`src/rtl/neuron_block.sv`:
```
// neuron_block: 32 leaky integrate-and-fire neurons sharing one axon input.
//
// Axon events (a 32-bit connection row plus one signed weight) are integrated
// into every selected membrane potential with saturation. A time-step strobe
// fires every neuron at or above THRESHOLD, leaks the rest toward zero and
// publishes the spike vector.
//
// Ports:
//   wb_clk_i       clock, all state changes on its rising edge
//   wb_rst_i       synchronous active-low reset
//   conn_i         connection row of the offered axon event, bit n -> neuron n
//   weight_i       signed 9-bit weight of the offered axon event
//   axon_valid_i   axon event offered on conn_i/weight_i
//   axon_ready_o   block accepts an axon event this cycle
//   tick_i         single-cycle time-step strobe
//   spikes_o       fire flags of the most recent time step
//   spikes_valid_o one-cycle strobe, spikes_o has just been updated
//   v_sel_i        potential readback select
//   v_o            potential of neuron v_sel_i (combinational)
//   tick_ovf_o     sticky, a time step was dropped
module neuron_block #(
    parameter logic signed [15:0] THRESHOLD = 16'sd256,
    parameter logic [15:0]        LEAK      = 16'd1,
    parameter logic signed [15:0] V_RESET   = 16'sd0
) (
    input  logic        wb_clk_i,
    input  logic        wb_rst_i,
    input  logic [31:0] conn_i,
    input  logic [8:0]  weight_i,
    input  logic        axon_valid_i,
    output logic        axon_ready_o,
    input  logic        tick_i,
    output logic [31:0] spikes_o,
    output logic        spikes_valid_o,
    input  logic [4:0]  v_sel_i,
    output logic [15:0] v_o,
    output logic        tick_ovf_o
);

    typedef enum logic [1:0] {
        ST_IDLE  = 2'd0,
        ST_INTEG = 2'd1,
        ST_FIRE  = 2'd2,
        ST_OUT   = 2'd3
    } state_t;

    state_t             state_r;
    state_t             state_next_s;
    logic               axon_ready_s;
    logic               accept_s;
    logic               tick_pending_r;
    logic               tick_ovf_r;
    logic [31:0]        conn_r;
    logic signed [16:0] weight_r;
    logic [31:0]        spikes_r;
    logic               spikes_valid_r;
    logic [31:0]        spike_s;
    logic signed [15:0] v_r       [0:31];
    logic signed [15:0] v_integ_s [0:31];
    logic signed [15:0] v_fire_s  [0:31];

    // Add a 17-bit signed weight to a potential, clamping to the 16-bit range.
    function automatic logic signed [15:0] sat_add(input logic signed [15:0] v,
                                                   input logic signed [16:0] w);
        logic signed [17:0] sum;
        sum = {{2{v[15]}}, v} + {w[16], w};
        if (sum > 18'sd32767) begin
            return 16'sh7FFF;
        end else if (sum < -18'sd32768) begin
            return 16'sh8000;
        end else begin
            return sum[15:0];
        end
    endfunction

    // Move a potential LEAK units toward zero without crossing it.
    function automatic logic signed [15:0] leak_step(input logic signed [15:0] v);
        logic signed [17:0] t;
        if (v > 16'sd0) begin
            t = {{2{v[15]}}, v} - {2'b00, LEAK};
            if (t > 18'sd0) begin
                return t[15:0];
            end else begin
                return 16'sd0;
            end
        end else if (v < 16'sd0) begin
            t = {{2{v[15]}}, v} + {2'b00, LEAK};
            if (t < 18'sd0) begin
                return t[15:0];
            end else begin
                return 16'sd0;
            end
        end else begin
            return v;
        end
    endfunction

    // State register.
    always_ff @(posedge wb_clk_i) begin
        if (!wb_rst_i) begin
            state_r <= ST_IDLE;
        end else begin
            state_r <= state_next_s;
        end
    end

    // Next-state logic; a pending tick always wins over a new axon event.
    always_comb begin
        state_next_s = state_r;
        case (state_r)
            ST_IDLE: begin
                if (tick_pending_r) begin
                    state_next_s = ST_FIRE;
                end else if (accept_s) begin
                    state_next_s = ST_INTEG;
                end else begin
                    state_next_s = ST_IDLE;
                end
            end
            ST_INTEG: state_next_s = ST_IDLE;
            ST_FIRE:  state_next_s = ST_OUT;
            ST_OUT:   state_next_s = ST_IDLE;
            default:  state_next_s = ST_IDLE;
        endcase
    end

    // Output decode; a tick strobe arriving in IDLE also blocks the event so
    // that the time step is always processed before a same-cycle event.
    always_comb begin
        axon_ready_s = 1'b0;
        if ((state_r == ST_IDLE) && !tick_pending_r && !tick_i) begin
            axon_ready_s = 1'b1;
        end else begin
            axon_ready_s = 1'b0;
        end
    end

    assign accept_s = axon_valid_i && axon_ready_s;

    // Tick bookkeeping: FIRE consumes the pending tick, so a tick seen in FIRE
    // or OUT starts a fresh pending step rather than overflowing.
    always_ff @(posedge wb_clk_i) begin
        if (!wb_rst_i) begin
            tick_pending_r <= 1'b0;
            tick_ovf_r     <= 1'b0;
        end else begin
            if (state_r == ST_FIRE) begin
                tick_pending_r <= tick_i;
            end else if (tick_i) begin
                tick_pending_r <= 1'b1;
            end else begin
                tick_pending_r <= tick_pending_r;
            end
            if (tick_i && tick_pending_r && (state_r != ST_FIRE) && (state_r != ST_OUT)) begin
                tick_ovf_r <= 1'b1;
            end else begin
                tick_ovf_r <= tick_ovf_r;
            end
        end
    end

    // Latch the accepted event; weight is sign-extended once here.
    always_ff @(posedge wb_clk_i) begin
        if (!wb_rst_i) begin
            conn_r   <= 32'd0;
            weight_r <= 17'sd0;
        end else if (accept_s) begin
            conn_r   <= conn_i;
            weight_r <= {{8{weight_i[8]}}, weight_i};
        end else begin
            conn_r   <= conn_r;
            weight_r <= weight_r;
        end
    end

    // Candidate potentials for integration and for the time step.
    always_comb begin
        spike_s = 32'd0;
        for (int n = 0; n < 32; n++) begin
            v_integ_s[n] = sat_add(v_r[n], weight_r);
            if (v_r[n] >= THRESHOLD) begin
                spike_s[n]  = 1'b1;
                v_fire_s[n] = V_RESET;
            end else begin
                v_fire_s[n] = leak_step(v_r[n]);
            end
        end
    end

    // Potential and spike registers; only INTEG and FIRE commit new values,
    // so a reset in either state discards the whole operation.
    always_ff @(posedge wb_clk_i) begin
        if (!wb_rst_i) begin
            for (int n = 0; n < 32; n++) begin
                v_r[n] <= 16'sd0;
            end
            spikes_r       <= 32'd0;
            spikes_valid_r <= 1'b0;
        end else begin
            case (state_r)
                ST_INTEG: begin
                    for (int n = 0; n < 32; n++) begin
                        if (conn_r[n]) begin
                            v_r[n] <= v_integ_s[n];
                        end else begin
                            v_r[n] <= v_r[n];
                        end
                    end
                    spikes_r <= spikes_r;
                end
                ST_FIRE: begin
                    for (int n = 0; n < 32; n++) begin
                        v_r[n] <= v_fire_s[n];
                    end
                    spikes_r <= spike_s;
                end
                default: begin
                    spikes_r <= spikes_r;
                end
            endcase
            spikes_valid_r <= (state_next_s == ST_OUT);
        end
    end

    assign axon_ready_o   = axon_ready_s;
    assign spikes_o       = spikes_r;
    assign spikes_valid_o = spikes_valid_r;
    assign tick_ovf_o     = tick_ovf_r;
    assign v_o            = v_r[v_sel_i];

endmodule

```
`config.mk`:
```
export PLATFORM = sky130hd
export DESIGN_NAME = neuron_block
export DESIGN_NICKNAME = d
export VERILOG_FILES = /design/src/rtl/neuron_block.sv
export SDC_FILE = /design/constraint.sdc
export NUM_CORES = 2
export LEC_CHECK = 0
export CELL_PAD_IN_SITES_DETAIL_PLACEMENT = 0
export CELL_PAD_IN_SITES_GLOBAL_PLACEMENT = 1
export CORE_MARGIN = 3
export CORE_UTILIZATION = 40
export CTS_CLUSTER_SIZE = 30
export DETAILED_ROUTE_END_ITERATION = 12
export PLACE_DENSITY = 0.81
export SLEW_MARGIN = 5
export SYNTH_ARGS = -nofsm -noshare
export SYNTH_HDL_FRONTEND = slang
export SYNTH_SLANG_ARGS = --single-unit
```
`constraint.sdc`:
```
create_clock -name wb_clk_i -period 8 [get_ports wb_clk_i]
set_input_delay 1.6 -clock wb_clk_i [delete_from_list [all_inputs] [get_ports wb_clk_i]]
set_output_delay 1.6 -clock wb_clk_i [all_outputs]
set_load 0.005 [all_outputs]
```
* Word-level counts from Yosys, hierarchy flattened
Memories as Yosys holds them, arrays and structs flattened. Cells that the tools add are included.
Storage, ports and cells: register bits 78, RAM bits 512, input bits 50, memories kept 1
Cells by class: add/subtract/negate cells 96, magnitude comparators 224, eq/ne operators 6, multiplexer cells 618, bitwise operators 96, reduce and logical (&&, ||, !) cells 11
Memory list:
- v_r | words 32, width 16, rd ports 33, clocked after Yosys merged registers in 0, wr ports 32, RTL line 58 | logic signed [15:0] v_r [0:31];
Operator list (number):
- 16-bit 2-to-1 mux | 320
- 16-bit by 2-bit adder with 17-bit output, second input constant | 32
- 16-bit by 9-bit adder with 17-bit output | 32
- 17-bit by 1-bit greater-than comparator with 1-bit output, second input constant | 32
- 17-bit by 16-bit greater-than comparator with 1-bit output, second input constant | 32
- 17-bit by 1-bit < comparator with 1-bit output, second input constant | 32
- 17-bit by 16-bit < comparator with 1-bit output, second input constant | 32
- 16-bit by 2-bit subtractor with 17-bit output, second input constant | 32
- 16-bit by 10-bit >= comparator with 1-bit output, second input constant | 32
- 16-bit by 1-bit greater-than comparator with 1-bit output, second input constant | 32
- 16-bit by 1-bit < comparator with 1-bit output, second input constant | 32
- 1-bit 2-to-1 mux | 296
- 1-bit bitwise OR | 96
- 2-bit equality test, second input constant | 3
- 1-bit logical AND | 6
- 2-bit one-hot mux with 3 select lines | 1
- 2-bit != test, second input constant | 2
- 2-bit by 1-bit equality test with 1-bit output, second input constant | 1
- 1-bit logical NOT | 2
- 2-bit logical NOT | 1
- 2-bit 2-to-1 mux | 1
- 2-bit nonzero test | 1
- 2-bit OR reduction | 1

* Depth between registers and ports, before layout
depth in word-level cells 9, gate-level depth with buffers 14

* Least setup slack after synthesis
No wires, ideal clock.
path type register -> register, from register, netlist name weight_r[8], to memory v_r[5][10] (data pin), library setup time 0.261 ns, data arrival time 8.479 ns, slack -0.740 ns, cell stages (with the launch flop) 13, path buffers 2, period minus slack after synthesis 8.740 ns, cells stage by stage dfxtp_1 -> ha_1 -> clkbuf_1 -> a21o_1 -> a211oi_1 -> o21ai_0 -> o211a_1 -> a2111o_1 -> or3_1 -> o211ai_1 -> inv_1 -> clkbuf_1 -> a221o_1
RTL lines (RTL line):
- to (decl) | 58

* Final worst setup path
from input port v_sel_i[1], to output port v_o[2]
Between the ends: cells in the longest elaborated chain, start to end 1
RTL lines:
- from (decl) | RTL line 35 | input logic [4:0] v_sel_i,
- memory read 32 x 16 bit
- to (decl) | RTL line 36 | output logic [15:0] v_o,
No other way between the ends.

==> out/metrics.yaml <==
run:
  drv_cap: 0
synthesis:
  syn-num-nets: 9717
  ys_types: 116
  synth_top_area_share: 0.206
  yosys_register_bits: 590
  synth_edf_count: 512
  synth_ff_type: "edfxtp_1"
  synth-warning-count: 0
  syn_area_um2: 74700
  synthArstFlopShare: 0
  netlist.top_cell.by_area: "edfxtp_1"
  ys_seq_area_frac: 0.227
  ys_top_cells_by_area: "edfxtp_1 (21%), ha_1 (10%), xnor2_1 (6.3%)"
  syn_area_per_cell_um2: 8.29
  synth_cells: 9010
power:
  p_int_mw: 8.95
  p_comb_frac: 0.366
  p_sw_frac: 0.425
  power.density_nw_per_um2: 194
  peakVddDrop_mv: 0.147
  p_leak_nw: 31.4
  clockPowerShare: 0.265
  seq_power_share: 0.370
  p_switching_mw: 6.62
drt:
  wl_per_cell_um: 25.6
  antenna_left: 0
  viasPerCell: 6.47
  drt_wl_total_mm: 289
  drc: 0
  drt_first_iter_violations: 8097
  first_pass_iters: 8
  vias: 73200
clock_tree:
  cts_setup_buffers: 0
  clkLatencyLatePin_ns: 0.72
  cts_root_buffer: "clkbuf_16"
  cts_resized: 0
  cts_sinks: 590
  ctsHtreeMaxLevel: 3
  cts_made_buffers: 82
  hold_buffers: 0
  tritoncts: "done"
  clk_pin_slew_worst_paths_ns: 0.05
  max-clock-path-buffers: 3
finish:
  final_util: 0.433
  fin_nets: 9455
  stdcell_count: 11300
  area_delta_synth_final_pct: 7.48
  layout_common_cells: "nand2_1 (867), nor2_1 (725), ha_1 (625), a21oi_1 (555), xnor2_1 (536)"
  drive_gt1_frac: 0.0624
  final_common_cell: "nand2_1"
  fin_area_um2: 80300
setup_path:
  reg2reg_depth: 9
  rr_endpoint: "v_r[0][13]"
  path_max_fanout: 94
  reg2reg_from: "weight_r[3]"
  cp_data_arrival_time_ns: 4.66
  worstSetupStartpoint: "v_sel_i[1]"
  worstSetupStartpointType: "primary input"
  r2r_slack_ns: 2.93
  worstSetupEndpoint: "v_o[2]"
  path_class: "primary input to output port"
  crit_required_ns: 6.40
  end_kind: "output port"
placed_design:
  port_buffers: 100
  dp_cells: 11100
  place.gp.congestion: 0.990
  dp_hpwl_mm: 219
  postPlaceCellArea_um2: 77400
min_path:
  hold_path_class: "flip-flop to flip-flop"
global_route:
  grt_use_total: 0.288
  grt_max_degree: 95
  grt_pass1_wl_mm: 431
  grt_pass1_vias: 69000
  use_met3: 0.0473
  antenna_found_initial: 17
  grt.overflow.total: 0
  met2_usage: 0.462
  grt-busiest-layer: "met2"
  grt_util_met1: 0.356
die:
  initial_core_util: 0.403
  ioPinCount: 101
  core_um2: 186000
  die_w_um: 438
  row_count: 158
  dieArea_um2: 192000
  dieHeight_um: 438
timing:
  clock-skew-final_ns: 0.0314
  whs_ns: 0.460
  worst_slew_pin_slew_ns: 1.29
  setup_viol: 0
  max_freq_ghz: 0.160
  hold_viol_final: 0
  rsz0062_at_grt: "false"
  finalCritPeriodShare: 0.782
  setup_tns_ns: 0
  slew_headroom: 0.136
  final_max_slew_viol_count: 0
  period_needed_ns: 6.26
run_status:
  status: "complete, no violations"
## cell usage after synthesis, types with 41 or more instances
master,instances
o22ai_1,65
nor3_1,285
mux4_2,159
nor4_1,133
ha_1,625
nand2b_1,118
o21a_1,108
o21ai_0,454
dfxtp_1,78
clkbuf_1,404
or2_2,43
edfxtp_1,512
a22o_1,41
and3_1,117
xnor2_1,536
nand4_1,125
a21oi_1,555
a21boi_0,85
buf_2,68
inv_1,291
a41oi_1,44
a22oi_1,103
a221o_1,192
xor2_1,299
nor2_1,726
nand3_1,304
or3_1,76
o21bai_1,51
a21o_1,185
o211ai_1,98
a31oi_1,163
and2_1,73
nand2_1,870
nor2b_1,106
or4_1,48
o31ai_1,80
a211oi_1,61
mux2i_1,44
## worst max-delay path, stage by stage
cell,delay [ns]
buf_6,0.70
buf_4,0.56
mux4_2,0.39
mux4_2,0.47
mux2_2,0.36
clkdlybuf4s50_1,0.47
## cell families after synthesis
kind of cell,synth area share
mux,0.0581
compound gates,0.244
flops,0.227
xor+xnor,0.0979
simple gates,0.216
fa+ha+maj,0.114
buf+inv,0.0440
## per-stage QoR
step	setup slack, ns	power [mW]
2_1_floorplan	1.94	9.23
6_report	1.74	15.6
4_1_cts	1.76	15.5
3_3_place_gp	1.79	11.2
3_5_place_dp	1.76	11.3
5_1_grt	1.60	16.3
## how the worst min path moves through the flow
stage                      start           end  slack [ns]  cells after the start
floorplan             state_r[0]    state_r[1]        0.44                      1
global placement    spikes_o[16]  spikes_o[16]        0.44                      2
detailed placement  spikes_o[23]  spikes_o[23]        0.44                      2
CTS                 spikes_o[23]  spikes_o[23]        0.46                      2
global route          conn_r[16]    conn_r[16]        0.48                      2
finish              spikes_o[23]  spikes_o[23]        0.46                      2
## power by group through the flow
| stage | combinational [mW] | sequential, mW | clock (mW) |
|---|---|---|---|
| finish | 5.69 | 5.76 | 4.12 |
| global placement | 5.47 | 5.74 | 0 |
| detailed placement | 5.58 | 5.72 | 0 |
| floorplan | 4.76 | 4.46 | 0 |
| CTS | 5.62 | 5.67 | 4.18 |
| global route | 6.26 | 5.75 | 4.28 |
## sequential cells by signal, indices dropped and copies added, names as in the netlist
register,count
conn_r,32
spikes_valid_o,1
v_r,512
weight_r,9
tick_ovf_o,1
spikes_o,32
state_r,2
tick_pending_r,1
## layer usage
layer / part of all wire / vias up
met5: 0.000066 / -
met4: 0.077 / 4
met3: 0.080 / 756
met2: 0.45 / 3335
met1: 0.40 / 35200
li1: - / 33800
## layout make-up
class / instances / area (um^2)
Antenna cell: 8 / 20.0
Clock buffer: 116 / 2400
Clock inverter: 38 / 543
Fill cell: 18300 / 105000
Inverter: 293 / 1100
Multi-Input combinational cell: 7608 / 54600
Sequential cell: 590 / 17000
Tap cell: 2480 / 3100
Timing Repair Buffer: 173 / 1620
No activity file was read; power rests on OpenSTA's default activity.
